`config.mk`:
```
export PLATFORM = sky130hd
export DESIGN_NAME = symbol_histogram
export DESIGN_NICKNAME = d
export VERILOG_FILES = /design/src/rtl/symbol_histogram_pkg.sv /design/src/rtl/sat_counter.sv /design/src/rtl/symbol_histogram.sv
export SDC_FILE = /design/constraint.sdc
export NUM_CORES = 1
export LEC_CHECK = 0
export BUFFER_PORTS_ARGS = -buffer_cell sky130_fd_sc_hd__buf_4
export CORE_ASPECT_RATIO = 1.25
export CORE_MARGIN = 5
export CORE_UTILIZATION = 49
export CTS_BUF_LIST = sky130_fd_sc_hd__clkbuf_4 sky130_fd_sc_hd__clkbuf_8 sky130_fd_sc_hd__clkbuf_16
export DETAILED_ROUTE_END_ITERATION = 12
export PLACE_DENSITY_LB_ADDON = 0.25
export SKIP_CTS_REPAIR_TIMING = 1
export SKIP_LAST_GASP = 1
export SYNTH_ARGS = -nofsm -noshare
export SYNTH_HDL_FRONTEND = slang
export SYNTH_SLANG_ARGS = --single-unit
```
`constraint.sdc`:
```
create_clock -name clk -period 2.1 [get_ports clk]
set_clock_uncertainty 0.2 [all_clocks]
set_input_delay 0.105 -clock clk [delete_from_list [all_inputs] [get_ports clk]]
set_output_delay 0.105 -clock clk [all_outputs]
set_load 0.03 [all_outputs]
```
`src/rtl/symbol_histogram_pkg.sv`:
```
// Shared sizing helpers and legal parameter bounds for the symbol histogram.
package symbol_histogram_pkg;

  localparam int SYM_BITS_MAX = 4;
  localparam int CNT_W_MAX    = 16;

  function automatic int nbins(input int sym_bits);
    return 1 << sym_bits;
  endfunction

  // LSB position of bin k inside a packed NBINS*CNT_W vector.
  function automatic int bin_lsb(input int k, input int cnt_w);
    return k * cnt_w;
  endfunction

endpackage

```
`src/rtl/sat_counter.sv`:
```
// Up-counter that holds at all-ones and flags increments lost to saturation.
module sat_counter #(
  parameter int W = 8
) (
  input  logic         clk,
  input  logic         rst,
  input  logic         clr,
  input  logic         inc,
  output logic [W-1:0] q,
  output logic         sat_hit
);

  logic [W-1:0] q_q, q_d;
  logic         full;

  always_comb begin
    full    = &q_q;
    sat_hit = inc & ~clr & full;
    q_d     = q_q;
    // clr discards the old count; a coincident inc becomes the first event of the new run
    if (clr)              q_d = W'(inc);
    else if (inc && !full) q_d = q_q + W'(1);
  end

  always_ff @(posedge clk) begin
    if (rst) q_q <= '0;
    else     q_q <= q_d;
  end

  assign q = q_q;

endmodule

```
`src/rtl/symbol_histogram.sv`:
```
// Frame-gated serial symbol histogram: deserialises MSB-first symbols, counts them
// per value in saturating bins, and publishes a snapshot when the frame closes.
module symbol_histogram
  import symbol_histogram_pkg::*;
#(
  parameter int SYM_BITS = 2,
  parameter int CNT_W    = 8,
  parameter int TOT_W    = CNT_W + SYM_BITS
) (
  input  logic                               clk,
  input  logic                               rst,
  input  logic                               data,
  input  logic                               frame,
  output logic [nbins(SYM_BITS)*CNT_W-1:0]   cnt,
  output logic [nbins(SYM_BITS)*CNT_W-1:0]   hist,
  output logic                               hist_valid,
  output logic [TOT_W-1:0]                   total,
  output logic                               sat,
  output logic                               partial,
  output logic [1:0]                         partial_cnt
);

  localparam int NBINS = nbins(SYM_BITS);
  localparam int SHW   = (SYM_BITS > 1) ? SYM_BITS - 1 : 1;

  if (SYM_BITS < 1 || SYM_BITS > SYM_BITS_MAX) begin : g_bad_sym
    $error("symbol_histogram: SYM_BITS out of range");
  end
  if (CNT_W < 2 || CNT_W > CNT_W_MAX) begin : g_bad_cnt
    $error("symbol_histogram: CNT_W out of range");
  end

  logic                   frame_prev_q, frame_prev_d;
  logic [1:0]             bit_idx_q, bit_idx_d;
  logic [SHW-1:0]         shreg_q, shreg_d;
  logic                   sat_live_q, sat_live_d;
  logic [NBINS*CNT_W-1:0] hist_q, hist_d;
  logic [TOT_W-1:0]       total_q, total_d;
  logic                   sat_q, sat_d;
  logic                   partial_q, partial_d;
  logic [1:0]             pcnt_q, pcnt_d;
  logic                   hv_q, hv_d;

  logic                   start, run, fin, last_bit, complete;
  logic [SHW:0]           sym_full;
  logic [SYM_BITS-1:0]    sym;
  logic [NBINS-1:0]       bin_inc, bin_hit;
  logic [NBINS*CNT_W-1:0] cnt_w;
  logic [TOT_W-1:0]       tot_live;
  logic                   tot_hit;

  always_comb begin
    start    = frame & ~frame_prev_q;
    run      = frame & frame_prev_q;
    fin      = ~frame & frame_prev_q;
    last_bit = (bit_idx_q == 2'(SYM_BITS - 1));
    // with one-bit symbols the start bit already completes a symbol
    complete = (run & last_bit) | (start & (SYM_BITS == 1));
    sym_full = {shreg_q, data};
    sym      = sym_full[SYM_BITS-1:0];
    for (int k = 0; k < NBINS; k++) bin_inc[k] = complete && (sym == SYM_BITS'(k));
  end

  for (genvar k = 0; k < NBINS; k++) begin : g_bin
    sat_counter #(.W(CNT_W)) u_bin (
      .clk     (clk),
      .rst     (rst),
      .clr     (start),
      .inc     (bin_inc[k]),
      .q       (cnt_w[bin_lsb(k, CNT_W) +: CNT_W]),
      .sat_hit (bin_hit[k])
    );
  end

  sat_counter #(.W(TOT_W)) u_total (
    .clk     (clk),
    .rst     (rst),
    .clr     (start),
    .inc     (complete),
    .q       (tot_live),
    .sat_hit (tot_hit)
  );

  always_comb begin
    frame_prev_d = frame_prev_q;
    bit_idx_d    = bit_idx_q;
    shreg_d      = shreg_q;
    sat_live_d   = sat_live_q | (|bin_hit) | tot_hit;
    hist_d       = hist_q;
    total_d      = total_q;
    sat_d        = sat_q;
    partial_d    = partial_q;
    pcnt_d       = pcnt_q;
    hv_d         = 1'b0;
    if (start) begin
      frame_prev_d = 1'b1;
      sat_live_d   = 1'b0;
      if (SYM_BITS > 1) begin
        bit_idx_d = 2'd1;
        shreg_d   = SHW'(data);
      end
    end else if (run) begin
      if (last_bit) begin
        bit_idx_d = 2'd0;
      end else begin
        bit_idx_d = bit_idx_q + 2'd1;
        shreg_d   = SHW'({shreg_q, data});
      end
    end else if (fin) begin
      frame_prev_d = 1'b0;
      hist_d       = cnt_w;
      total_d      = tot_live;
      sat_d        = sat_live_q;
      partial_d    = (bit_idx_q != 2'd0);
      pcnt_d       = bit_idx_q;
      hv_d         = 1'b1;
      bit_idx_d    = 2'd0;
      shreg_d      = '0;
    end
  end

  always_ff @(posedge clk) begin
    if (rst) begin
      frame_prev_q <= 1'b0;
      bit_idx_q    <= 2'd0;
      shreg_q      <= '0;
      sat_live_q   <= 1'b0;
      hist_q       <= '0;
      total_q      <= '0;
      sat_q        <= 1'b0;
      partial_q    <= 1'b0;
      pcnt_q       <= 2'd0;
      hv_q         <= 1'b0;
    end else begin
      frame_prev_q <= frame_prev_d;
      bit_idx_q    <= bit_idx_d;
      shreg_q      <= shreg_d;
      sat_live_q   <= sat_live_d;
      hist_q       <= hist_d;
      total_q      <= total_d;
      sat_q        <= sat_d;
      partial_q    <= partial_d;
      pcnt_q       <= pcnt_d;
      hv_q         <= hv_d;
    end
  end

  assign cnt         = cnt_w;
  assign hist        = hist_q;
  assign hist_valid  = hv_q;
  assign total       = total_q;
  assign sat         = sat_q;
  assign partial     = partial_q;
  assign partial_cnt = pcnt_q;

endmodule

```
==> implementation parameters, run 1 <==
Parameter                              Value

Outcome
  Outcome    finished clean

Pwr
  Leakage power    approximately 2.0 nW
  Maximum resistive drop on vdd    about 0.46 mV
  Power per unit of standard cell area    about 640 mW/mm^2
  Sequential fraction of design power    a little over half
  Proportion of power drawn by combinational gates    5.4%
  Power spent charging and discharging nets    0.7463 mW
  Switching share of total power    between 20 and 25%
  Internal portion of total power    roughly 2.6 mW
  Part of the power in the clock network    approximately two fifths
  Total power draw    3.337 mW

Routing
  DRC violations left    0
  Via density    about 5.8
  Number of nets with antenna violations after detailed routing    0
  Number of iterations in the first detailed-routing pass    4
  Routed length per placed instance    about 16 um
  1st-iter DRT viols    between 150 and 200
  Via count of the routed design    3665
  Wire length reported by the detailed router    10170 um

Run
  Maxcap violations    0

Critical path
  Register-to-Register Setup Slack    0.05 ns
  Worst path arrival time    2.16 ns
  Endpoint of the worst register-to-register path    u_total.q[9]
  Launch point of the worst reg-to-reg path    frame_prev_q
  Type of the worst setup path    flop to flop
  Crit. End Element    flop
  Startpoint kind of the worst setup timing path    flop
  R2R cell count    5
  Max Fanout on Critical Path    6
  Required time at the worst-slack endpoint    ~2.2 ns

Floorplanning
  Number of placement rows    37
  Die extent in x    between 90 and 100 um
  Full die area    a little over 0.01 sq mm
  Io pins    83
  Vertical extent of the die    between 100 and 150 um
  Effective utilization at floorplan    between 40% and 50%
  Standard cell core area    about 0.0082 sq mm

Synthesis
  Number of cells produced by synthesis    between 400 and 500
  Dominant cells by area after synthesis    sky130_fd_sc_hd__dfxtp_1 46%, sky130_fd_sc_hd__mux2i_1 12%, sky130_fd_sc_hd__nor2_1 5.8%, sky130_fd_sc_hd__a21oi_1 3.3%, sky130_fd_sc_hd__ha_1 2.7%
  Netlist area before placement    around 0.0041 sq mm
  Leading cell type by number of instances after synthesis    sky130_fd_sc_hd__dfxtp_1
  Cell type contributing the most total cell area after synthesis    sky130_fd_sc_hd__dfxtp_1
  Synthesized net count    448
  Top_reg_cell synth    sky130_fd_sc_hd__dfxtp_1
  Ys Warns    0
  Top cells by instance count after synthesis    94 x sky130_fd_sc_hd__dfxtp_1, 63 x sky130_fd_sc_hd__nor2_1, 50 x sky130_fd_sc_hd__mux2i_1
  Post-synthesis average cell area    9.414 sq um
  Share of synthesized area occupied by flip-flops and latches    ~46%
  Synth cell types    between 50 and 60
  Count of flip-flops with a built-in enable after synthesis    0
  Number of synthesized register bits    between 90 and 100
  Async set-or-reset flop fraction in the synthesized netlist    0%
  Share of Yosys cell area claimed by the top area cell type    between 40 and 50%

CTS
  Clock-pin slew reported for the worst setup and hold paths after clock tree synthesis    roughly 0.090 ns
  Number of sinks on the clock net    94
  Number of buffers on the longest clock path    2
  Later-pin clock latency in the skew report    0.37 ns
  Number of levels in the clock H-tree    3
  TritonCTS clock tree    done
  Total clock buffers created by CTS    9
  Root buffer cell    sky130_fd_sc_hd__clkbuf_8

Timing
  Hold Violations, Final    0
  Finish-stage setup viols    0
  Number of pins exceeding their max-slew limit in the final report    0
  Max-slew headroom at the worst pin    roughly two thirds
  Period utilization    97.78%
  Setup slack after layout    0.04672 ns
  Achievable clock frequency    between 400 and 500 MHz
  Minimum clock period after layout    2.053 ns
  TNS Setup    0 ns
  Slew at the pin closest to its max-slew limit    a little under 0.5 ns
  RSZ-0062 raised after global routing    yes

Global routing
  Wire length of the first global-routing pass    16560 um
  Maximum number of pins on one net before global-route repair    36
  Combined global-route utilization of all metal layers    19.43%
  Vias in the first global route    ~3500
  Remaining global-route overflow    0
  Number of antenna violations at the first check in global routing    0

Place
  Area after DPL    a little under 0.005 sq mm
  IO Port Bufs    82
  Post-detailed-placement half-perimeter wirelength    7199 um
  Post-placement cell count    between 600 and 700
  Post-Place Worst Slack    -0.05950 ns
  Final RePlAce weighted congestion    roughly 0.86

Layout
  Layout fillers    ~700
  Summed area of non-filler cells in the final layout    0.005211 sq mm
  Post-Layout Cell Count    about 640
  Nets    548
  Share of cells above drive strength 1    between 20% and 30%
  Synth-to-Final Area Change    27.25%
  Count of antenna diodes in the layout    0

Hold path
  Hold Path End    hist[14]
  Worst min path class    flop to flop
  Hold wc startpoint    hist[14]
  Worst Hold Path Cells    2
layout by cell type, fill, tap and decap left out, types with 5 or more instances in the layout:
master | netlist | routed
sky130_fd_sc_hd__dfxtp_1 | 94 | 94
sky130_fd_sc_hd__nand2_1 | 17 | 17
sky130_fd_sc_hd__o21ai_0 | 15 | 15
sky130_fd_sc_hd__buf_4 | 0 | 106
sky130_fd_sc_hd__and4_1 | 6 | 6
sky130_fd_sc_hd__nor2_1 | 63 | 62
sky130_fd_sc_hd__or3_1 | 10 | 10
sky130_fd_sc_hd__nand4_1 | 8 | 8
sky130_fd_sc_hd__inv_1 | 9 | 9
sky130_fd_sc_hd__clkbuf_8 | 2 | 11
sky130_fd_sc_hd__mux2i_1 | 50 | 50
sky130_fd_sc_hd__o31ai_1 | 7 | 7
sky130_fd_sc_hd__a211oi_1 | 6 | 6
sky130_fd_sc_hd__a31oi_1 | 6 | 6
sky130_fd_sc_hd__ha_1 | 9 | 7
sky130_fd_sc_hd__or4_1 | 6 | 5
sky130_fd_sc_hd__nand3_1 | 18 | 18
sky130_fd_sc_hd__a21oi_1 | 27 | 26
critical path, cell delays in order, from the launching register on:
cell	delay [ns]
sky130_fd_sc_hd__dfxtp_1	0.42
sky130_fd_sc_hd__ha_4	0.20
sky130_fd_sc_hd__and3b_2	0.27
sky130_fd_sc_hd__nand4b_1	0.20
sky130_fd_sc_hd__or4_4	0.56
sky130_fd_sc_hd__a21oi_2	0.14
metrics by stage:
stage                     util [%]  hold slack (ns)
after global placement       59.55           0.2017
final                        63.60           0.2971
after global routing         63.60           0.3262
after detailed placement     59.55           0.2075
after floorplan                  -          0.05688
after CTS                    62.39          -0.1922
worst max-delay path by stage:
stage                       startpoint                  end  slack (ns)  cells after the start
after floorplan           frame_prev_q  g_bin[1].u_bin.q[7]        0.10                      5
after global placement    frame_prev_q  g_bin[0].u_bin.q[7]        0.07                      5
after detailed placement  frame_prev_q  g_bin[0].u_bin.q[7]       -0.06                      5
after CTS                 frame_prev_q  g_bin[0].u_bin.q[7]       -0.10                      5
after global routing      frame_prev_q         u_total.q[9]       -0.04                      5
final                     frame_prev_q         u_total.q[9]        0.05                      5
layout make-up:
| class | count | area [sq um] | share of cell area (%) |
|---|---|---|---|
| Clock buffer | 11 | 151.4 | 2.905 |
| Clock inverter | 5 | 81.33 | 1.561 |
| Inverter | 9 | 33.78 | 0.6483 |
| Multi-Input combinational cell | 311 | 2096 | 40.22 |
| Sequential cell | 94 | 1882 | 36.11 |
| Tap cell | 97 | 121.4 | 2.329 |
| Timing Repair Buffer | 110 | 845.8 | 16.23 |
cells by family after synthesis:
logic type | Yosys count | share of synthesized area [%]
AND/OR/NAND/NOR | 157 | 19.98
flip-flops | 94 | 45.95
AO/OA/AOI/OAI | 91 | 14.76
multiplexers | 50 | 12.22
buffers and inverters | 31 | 3.697
adder cells (fa/ha/maj) | 9 | 2.750
XOR/XNOR | 3 | 0.6417
flip-flops by register name, summed over array words and instances (netlist names), 2 cells and up:
signal and count:
u_total.q 10, partial_cnt 2, bit_idx_q 2, hist 32, total 10, g_bin.u_bin.q 32
power groups by stage:
stage | registers, mW | clock network, mW | logic, mW
6_report | 1.80 | 1.36 | 0.181
5_1_grt | 1.80 | 1.47 | 0.196
4_1_cts | 1.80 | 1.40 | 0.172
3_5_place_dp | 1.84 | 0 | 0.171
3_3_place_gp | 1.84 | 0 | 0.167
2_1_floorplan | 1.84 | 0 | 0.115
per-layer routing:
metal	track usage [%]	wire [um]	vias to the layer above
li1	-	-	1809
met1	22.34	4308	1763
met2	34.91	5261	79
met3	4.155	430	14
met4	7.631	170	0
met5	0	0	-
(Power assumes the default switching activity.)
==> inputs of run 2 (changes only) <==
CORE_UTILIZATION = 50   (was 49)
clock period = 2.4 ns   (was 2.1 ns; I/O delays follow)
==> run 2 against run 1 <==
Against the previous run: register-to-register slack better by 0.13 ns; core utilization down 2.3 points; sequential cell count unchanged; global-route usage down 0.91 points; die area down 1.8%; via count down 5.0%; setup slack better by 0.13 ns; clock power down 29%; clock-buffer cell count unchanged; final area down 4.7%.
==> implementation parameters, run 2 (synthesized netlist as in run 1, its figures left out) <==
Parameter                              Value

Global routing
  Maximum number of pins on one net before global-route repair    55 (+53%)
  Number of antenna violations at the first check in global routing    0 (unchanged)
  Remaining global-route overflow    0 (unchanged)
  Wire length of the first global-routing pass    15840 um (-4.3%)
  Vias in the first global route    3419 (-2.5%)
  Combined global-route utilization of all metal layers    18.52% (-0.91 points)

Pwr
  Leakage power    1.889 nW (-6.5%)
  Power per unit of standard cell area    538.1 mW/mm^2 (-16%)
  Maximum resistive drop on vdd    0.3024 mV (-35%)

Timing
  Hold Violations, Final    0 (unchanged)
  Achievable clock frequency    between 400 and 500 MHz
  Max-slew headroom at the worst pin    61.01% (-5.2 points)
  Slew at the pin closest to its max-slew limit    0.5702 ns (+0.07574 ns)
  RSZ-0062 raised after global routing    no
  TNS Setup    0 ns (unchanged)
  Minimum clock period after layout    2.226 ns
  Finish-stage setup viols    0 (unchanged)
  Number of pins exceeding their max-slew limit in the final report    0 (unchanged)
  Period utilization    between 90% and 100%

Critical path
  Crit. End Element    flop
  Startpoint kind of the worst setup timing path    input pin
  Worst path arrival time    2.31 ns (+0.15 ns)
  Type of the worst setup path    input pin to flop
  Max Fanout on Critical Path    9 (+3)
  Required time at the worst-slack endpoint    2.48 ns (+0.27 ns)

Routing
  Wire length reported by the detailed router    9235 um (-9.2%)
  Number of nets with antenna violations after detailed routing    0 (unchanged)
  Via count of the routed design    3481 (-5.0%)
  Number of iterations in the first detailed-routing pass    4 (unchanged)
  Routed length per placed instance    15.02 um (-5.9%)
  DRC violations left    0 (unchanged)
  Via density    5.660 (-1.6%)
  1st-iter DRT viols    130 (-25%)

Floorplanning
  Standard cell core area    0.008102 sq mm (-1.1%)
  Full die area    0.01011 sq mm (-1.8%)
  Number of placement rows    37 (unchanged)
  Die extent in x    90.95 um (-0.89%)
  Io pins    83 (unchanged)
  Vertical extent of the die    111.2 um (-0.91%)
  Effective utilization at floorplan    50.55% (+0.57 points)

CTS
  TritonCTS clock tree    done
  Number of buffers on the longest clock path    2 (unchanged)
  Clock-pin slew reported for the worst setup and hold paths after clock tree synthesis    0.09 ns (about the same)
  Number of levels in the clock H-tree    3 (unchanged)
  Later-pin clock latency in the skew report    0.36 ns (about the same)
  Root buffer cell    sky130_fd_sc_hd__clkbuf_8
  Number of sinks on the clock net    94 (unchanged)
  Total clock buffers created by CTS    9 (unchanged)

Layout
  Core Util, Final    61.31% (-2.3 points)
  Share of cells above drive strength 1    21.62% (-3.6 points)
  Nets    526 (-4.0%)
  Leading cell types in the layout, fill and taps excluded    94 x sky130_fd_sc_hd__dfxtp_1, 86 x sky130_fd_sc_hd__buf_4, 63 x sky130_fd_sc_hd__nor2_1, 50 x sky130_fd_sc_hd__mux2i_1, 27 x sky130_fd_sc_hd__a21oi_1
  Most common library cell in the layout ignoring fill and taps    sky130_fd_sc_hd__dfxtp_1
  Summed area of non-filler cells in the final layout    0.004967 sq mm (-4.7%)
  Count of antenna diodes in the layout    0 (unchanged)
  Synth-to-Final Area Change    21.30%

Outcome
  Outcome    finished clean

Place
  IO Port Bufs    82 (unchanged)
  Post-detailed-placement half-perimeter wirelength    6505 um (-9.6%)
  Area after DPL    0.004767 sq mm (-2.3%)
  Final RePlAce weighted congestion    0.8177 (-5.2%)

Run
  Maxcap violations    0 (unchanged)

Hold path
  Worst min path class    input pin to flop
==> run 2: where the power goes <==
| group | switching, mW | internal [mW] |
|---|---|---|
| clock | 0.544 | 0.417 |
| sequential | 0.0104 | 1.56 |
| combinational | 0.0909 | 0.0465 |
| total | 0.645 | 2.03 |
==> run 2: final timing paths <==
kind	start	to	slack [ns]	cells past startpoint
worst min register to register	hist[13]	hist[13]	0.30	2
worst min-delay path	rst	g_bin[2].u_bin.q[6]	0.03	4
worst max register to register	frame_prev_q	g_bin[1].u_bin.q[2]	0.18	5
worst max-delay path	frame	g_bin[1].u_bin.q[2]	0.17	7
==> run 2: worst max-delay path, stage by stage <==
cell	delay, ns
sky130_fd_sc_hd__dlygate4sd3_1	0.53
sky130_fd_sc_hd__buf_4	0.13
sky130_fd_sc_hd__ha_1	0.27
sky130_fd_sc_hd__and4b_1	0.36
sky130_fd_sc_hd__nand2b_1	0.24
sky130_fd_sc_hd__or4_1	0.51
sky130_fd_sc_hd__a21oi_1	0.15
==> run 2: cell type report <==
cell class | instances | area, sq um
clock inverter | 5 | 35.03
clock buffer | 11 | 145.1
inverter | 9 | 33.78
tap | 97 | 121.4
sequential | 94 | 1882
fill | 732 | 3134
multi-input combinational | 310 | 2064
timing repair buffer | 89 | 685.7
==> run 2: metal layers <==
metal	track usage (%)	part of all wire (%)	vias up
li1	-	-	1762
met1	21.91	45	1644
met2	31.81	49	64
met3	5.160	4.2	11
met4	6.458	1.4	0
met5	0	0	-
==> run 2: stage by stage <==
step	hold slack [ns]	instances	setup slack, ns	total power [mW]
after detailed placement	0.2310	597	0.2174	1.746
final	0.02874	615	0.1743	2.673
after CTS	-0.1557	613	0.2041	2.693
after global placement	0.2216	597	0.2861	1.743
after global routing	0.01274	615	0.02239	2.779
after floorplan	0.07188	435	0.4011	1.712
